--- src/rtl/vdp_vram_arbiter.sv ---
// VRAM port arbiter: one-deep posted CPU buffer vs. display fetcher,
// render priority during active display with a bounded CPU wait.
module vdp_vram_arbiter #(
    parameter int ADDR_W   = 14,
    parameter int DATA_W   = 8,
    parameter int MAX_WAIT = 4
) (
    input  logic              clk,
    input  logic              reset,
    input  logic              display_active,
    input  logic              cpu_req,
    input  logic              cpu_we,
    input  logic [ADDR_W-1:0] cpu_addr,
    input  logic [DATA_W-1:0] cpu_wdata,
    output logic              cpu_busy,
    output logic [DATA_W-1:0] cpu_rdata,
    output logic              cpu_rvalid,
    input  logic              ren_req,
    input  logic [ADDR_W-1:0] ren_addr,
    output logic              ren_gnt,
    output logic [DATA_W-1:0] ren_rdata,
    output logic              ren_rvalid,
    output logic [ADDR_W-1:0] vram_addr,
    output logic              vram_re,
    output logic              vram_we,
    output logic [DATA_W-1:0] vram_wdata,
    input  logic [DATA_W-1:0] vram_rdata
);

    localparam int WCNT_W = $clog2(MAX_WAIT + 1);
    localparam logic [WCNT_W-1:0] WAIT_LIMIT = WCNT_W'(MAX_WAIT);

    typedef enum logic {EMPTY, PEND} state_t;

    state_t            state_q, state_d;
    logic              p_we_q, p_we_d;
    logic [ADDR_W-1:0] p_addr_q, p_addr_d;
    logic [DATA_W-1:0] p_wdata_q, p_wdata_d;
    logic [WCNT_W-1:0] wait_cnt_q, wait_cnt_d;
    logic [ADDR_W-1:0] vram_addr_q, vram_addr_d;
    logic              vram_re_q, vram_re_d;
    logic              vram_we_q, vram_we_d;
    logic [DATA_W-1:0] vram_wdata_q, vram_wdata_d;
    logic [1:0]        tag1_q, tag1_d;
    logic [1:0]        tag2_q, tag2_d;

    logic pend;
    logic cpu_win;
    logic ren_win;

    // Arbitration: CPU only yields to render while display is active and
    // it has not yet used up its wait budget.
    always_comb begin
        pend    = (state_q == PEND);
        cpu_win = pend && (!ren_req || !display_active || (wait_cnt_q >= WAIT_LIMIT));
        ren_win = ren_req && !cpu_win;
    end

    always_comb begin
        state_d      = state_q;
        p_we_d       = p_we_q;
        p_addr_d     = p_addr_q;
        p_wdata_d    = p_wdata_q;
        wait_cnt_d   = wait_cnt_q;
        vram_addr_d  = vram_addr_q;
        vram_re_d    = 1'b0;
        vram_we_d    = 1'b0;
        vram_wdata_d = vram_wdata_q;
        tag1_d       = 2'b00;
        tag2_d       = tag1_q;

        // No bypass: a request arriving while PEND is dropped, even on the issue edge.
        case (state_q)
            EMPTY: begin
                if (cpu_req) begin
                    state_d   = PEND;
                    p_we_d    = cpu_we;
                    p_addr_d  = cpu_addr;
                    p_wdata_d = cpu_wdata;
                end
            end
            PEND: begin
                if (cpu_win) begin
                    state_d = EMPTY;
                end
            end
            default: state_d = EMPTY;
        endcase

        if (!pend || cpu_win) begin
            wait_cnt_d = '0;
        end else if (wait_cnt_q < WAIT_LIMIT) begin
            wait_cnt_d = wait_cnt_q + WCNT_W'(1);
        end

        if (cpu_win) begin
            vram_addr_d = p_addr_q;
            vram_we_d   = p_we_q;
            vram_re_d   = !p_we_q;
            tag1_d      = {!p_we_q, 1'b0};
            if (p_we_q) begin
                vram_wdata_d = p_wdata_q;
            end
        end else if (ren_win) begin
            vram_addr_d = ren_addr;
            vram_re_d   = 1'b1;
            tag1_d      = 2'b01;
        end
    end

    always_ff @(posedge clk or posedge reset) begin
        if (reset) begin
            state_q      <= EMPTY;
            p_we_q       <= 1'b0;
            p_addr_q     <= '0;
            p_wdata_q    <= '0;
            wait_cnt_q   <= '0;
            vram_addr_q  <= '0;
            vram_re_q    <= 1'b0;
            vram_we_q    <= 1'b0;
            vram_wdata_q <= '0;
            tag1_q       <= 2'b00;
            tag2_q       <= 2'b00;
        end else begin
            state_q      <= state_d;
            p_we_q       <= p_we_d;
            p_addr_q     <= p_addr_d;
            p_wdata_q    <= p_wdata_d;
            wait_cnt_q   <= wait_cnt_d;
            vram_addr_q  <= vram_addr_d;
            vram_re_q    <= vram_re_d;
            vram_we_q    <= vram_we_d;
            vram_wdata_q <= vram_wdata_d;
            tag1_q       <= tag1_d;
            tag2_q       <= tag2_d;
        end
    end

    // Read data returns one cycle after vram_re; tag2 lines up with it.
    assign cpu_busy   = pend;
    assign ren_gnt    = ren_win;
    assign vram_addr  = vram_addr_q;
    assign vram_re    = vram_re_q;
    assign vram_we    = vram_we_q;
    assign vram_wdata = vram_wdata_q;
    assign cpu_rvalid = tag2_q[1];
    assign ren_rvalid = tag2_q[0];
    assign cpu_rdata  = vram_rdata;
    assign ren_rdata  = vram_rdata;

endmodule

--- config.mk ---
export PLATFORM = sky130hd
export DESIGN_NAME = vdp_vram_arbiter
export DESIGN_NICKNAME = d
export VERILOG_FILES = /design/src/rtl/vdp_vram_arbiter.sv
export SDC_FILE = /design/constraint.sdc
export NUM_CORES = 1
export LEC_CHECK = 0
export BUFFER_PORTS_ARGS = -buffer_cell sky130_fd_sc_hd__buf_2
export CORE_AREA = 10 10 79 81
export DETAILED_ROUTE_END_ITERATION = 10
export DIE_AREA = 0 0 89 91
export GPL_TIMING_DRIVEN = 0
export PLACE_DENSITY = 0.83
export SETUP_SLACK_MARGIN = 0.02
export SLEW_MARGIN = 20
export SYNTH_ARGS = -nofsm -noshare
export SYNTH_HDL_FRONTEND = slang
export SYNTH_SLANG_ARGS = --single-unit
--- constraint.sdc ---
create_clock -name clk -period 2.7 [get_ports clk]
set_input_delay 0.54 -clock clk [delete_from_list [all_inputs] [get_ports clk]]
set_output_delay 0.54 -clock clk [all_outputs]
set_load 0.02 [all_outputs]
==> reports/metrics.yaml <==
worst_hold_path:
  hold_path.class: "input port to async pin"
layout:
  fin_nets: 295
  final_cells: 299
  diodes: 0
  final_area_mm2: 0.002955
  areaGrowthSynthToFinish_pct: 23.99
  final_layout_size_suffix_gt1_frac: 0.7184
die:
  fp-row-count: 25
  die_h_um: 91
  io_pins: 94
  dieWidth_um: 89
  die_area_mm2: 0.008099
  core_area_mm2: 0.004661
  floorplan.initialDensity: 0.5114
timing:
  setup_ws_ns: 0.6121
  finalHoldViolCount: 0
  fin_skew_ns: 0.004154
  tightest_slew_ns: 0.6474
  final_max_slew_viol_count: 0
  tns_ns: 0
  min_period_over_period: 0.7733
  rsz0062_at_grt: "no"
  min_period_ns: 2.088
  fmax_ghz: 0.4789
  setup_viol: 0
  relSlewSlack: 0.5684
global_routing:
  grt_usage: 0.1294
  grt_pass1_vias: 1662
  grt_pass1_wl_um: 8245
  antenna_found_initial: 0
  grt-ovfl-total: 0
  grt_max_degree: 56
pwr:
  irDropWorstVdd_uv: 284.8
  pwr_density_cell_mw_per_mm2: 743.2
  p_leak_nw: 1.488
placed_design:
  place.gp.congestion: 0.7105
  io_buffers: 84
  dp_cells: 291
  dp_hpwl_um: 3979
  dpl_cell_area_mm2: 0.002874
  pre_cts_ws_ns: 0.6773
synthesis:
  synth-warning-count: 0
  synth_area_mm2: 0.002384
  synth_top_area_frac: 0.5774
  synthCells: 153
  synth_cell_types: 17
  yosysSeqAreaShare: 0.5774
  avgSynthCellArea_um2: 15.58
  syn-num-nets: 204
  yosys-top-cells-area: "dfrtp_1, mux2_2, buf_4, mux2_4, buf_6"
  synth-seq-cells: 55
  yosysTopAreaCell: "dfrtp_1"
clocking:
  cts_buffers: 5
  clockRootBuffer: "clkbuf_8"
  clk_latency_ns: 0.30
  htree_num_levels: 2
  clockBufferDepth: 2
  cts_num_sinks: 55
  cts_resized: 0
  post_cts_buffers: 0
  hold_buffers: 0
  tritoncts: "yes"
  path_clk_slew_ns: 0.09
routing:
  vias_per_cell: 4.906
  vias: 1467
  first_pass_iters: 4
  drt-initial-drc-count: 44
  wl_per_cell_um: 16.64
  drc_errors: 0
  routed_wl_um: 4975
  postRouteAntennaNets: 0
setup_path:
  startpoint_type: "flip-flop"
  crit_type: "flip-flop to output pin"
  crit_fanout: 10
  rrSetupSlack_ns: 1.26
  worstReg2RegEnd: "p_addr_q[7]"
  r2r_cells: 4
  worstSetupEndpoint: "ren_gnt"
  r2r-start: "cpu_busy"
  startpoint: "cpu_busy"
  cp.arrival_ns: 1.55
  end_kind: "output pin"
  required_ns: 2.16
job:
  max_cap_violations: 0
run_status:
  status: "complete, no violations"
[stage by stage]
| stage | power [mW] | hold WS [ns] | util |
|---|---|---|---|
| after global routing | 2.324 | 0.3620 | 0.6341 |
| after floorplan | 1.574 | 0.3312 | - |
| final | 2.197 | 0.3232 | 0.6341 |
| after detailed placement | 1.809 | 0.3364 | 0.6166 |
| after CTS | 2.229 | 0.3562 | 0.6341 |
| after global placement | 1.783 | 0.3314 | 0.6161 |
[report_power, final]
group | switching [mW] | total (mW) | internal (mW)
combinational | 0.338 | 0.683 | 0.345
sequential | 0.0900 | 1.09 | 1.00
clock | 0.238 | 0.421 | 0.183
total | 0.666 | 2.20 | 1.53
[cell usage in the layout, fill, tap and decap left out]
| master | count |
|---|---|
| dfrtp_1 | 55 |
| nand3b_4 | 1 |
| nor2b_1 | 1 |
| mux2_4 | 8 |
| clkbuf_8 | 5 |
| nor2_1 | 4 |
| a21o_1 | 1 |
| clkinv_2 | 1 |
| nand2_1 | 1 |
| inv_4 | 1 |
| and3b_1 | 1 |
| ha_1 | 1 |
| nand2_2 | 1 |
| and2_1 | 1 |
| buf_6 | 7 |
| buf_4 | 16 |
| mux2_2 | 51 |
| buf_2 | 84 |
| and3_1 | 2 |
| clkbuf_1 | 2 |
| and3_4 | 1 |
[cell usage after synthesis (all sizes together)]
cell type   n
a21o        1
nor2b       1
and3b       1
and2        1
nand2       2
mux2       59
buf        23
nand3b      1
inv         1
dfrtp      55
ha          1
nor2        4
and3        3
[cells by family (layout without fill, tap and decap cells)]
logic type               count (synthesis)  after routing  share of synthesized area
AO/OA/AOI/OAI                            1              1                   0.003151
adder cells (fa/ha/maj)                  1              1                   0.005249
buffers and inverters                   24            116                    0.08504
flip-flops                              55             55                     0.5774
multiplexers                            59             59                     0.2913
AND/OR/NAND/NOR                         13             13                    0.03780
[sequential cells by signal, summed over array words and instances, names as in the netlist]
register	count
p_we_q	1
vram_wdata	8
vram_addr	14
vram_re	1
cpu_busy	1
p_wdata_q	8
wait_cnt_q	3
tag1_q	2
p_addr_q	14
tag2_q	2
vram_we	1
[worst max-delay path, cell delays in order (launching register included)]
cell	delay [ns]
dfrtp_1	0.51
nand2_2	0.21
buf_6	0.20
and2_1	0.18
buf_2	0.16
[per-layer routing]
metal | wire, um | track usage | vias up
li1 | - | - | 695
met1 | 1809 | 0.1410 | 706
met2 | 2603 | 0.2203 | 59
met3 | 466 | 0.05094 | 7
met4 | 96 | 0.04642 | 0
met5 | 0 | 0 | -
[how the worst min path moves through the flow]
stage,startpoint,to,slack (ns),cells past startpoint
after floorplan,tag1_q[0],tag2_q[0],0.33,0
after global placement,tag1_q[0],tag2_q[0],0.33,0
after detailed placement,tag1_q[0],tag2_q[0],0.34,0
after CTS,reset,vram_wdata[3],0.36,2
after global routing,tag1_q[1],tag2_q[1],0.36,0
final,reset,p_wdata_q[4],0.32,2
[layout make-up]
type	instances	area (um2)
clock inverters	1	5.005
multi-input cells	74	804.5
fillers	362	1705
clock buffers	7	76.32
plain buffers	23	198.9
flip-flops and latches	55	1376
repair buffers	84	420.4
well taps	54	67.56
inverters	1	6.256
Note: power is estimated with default switching activity, not from simulation.
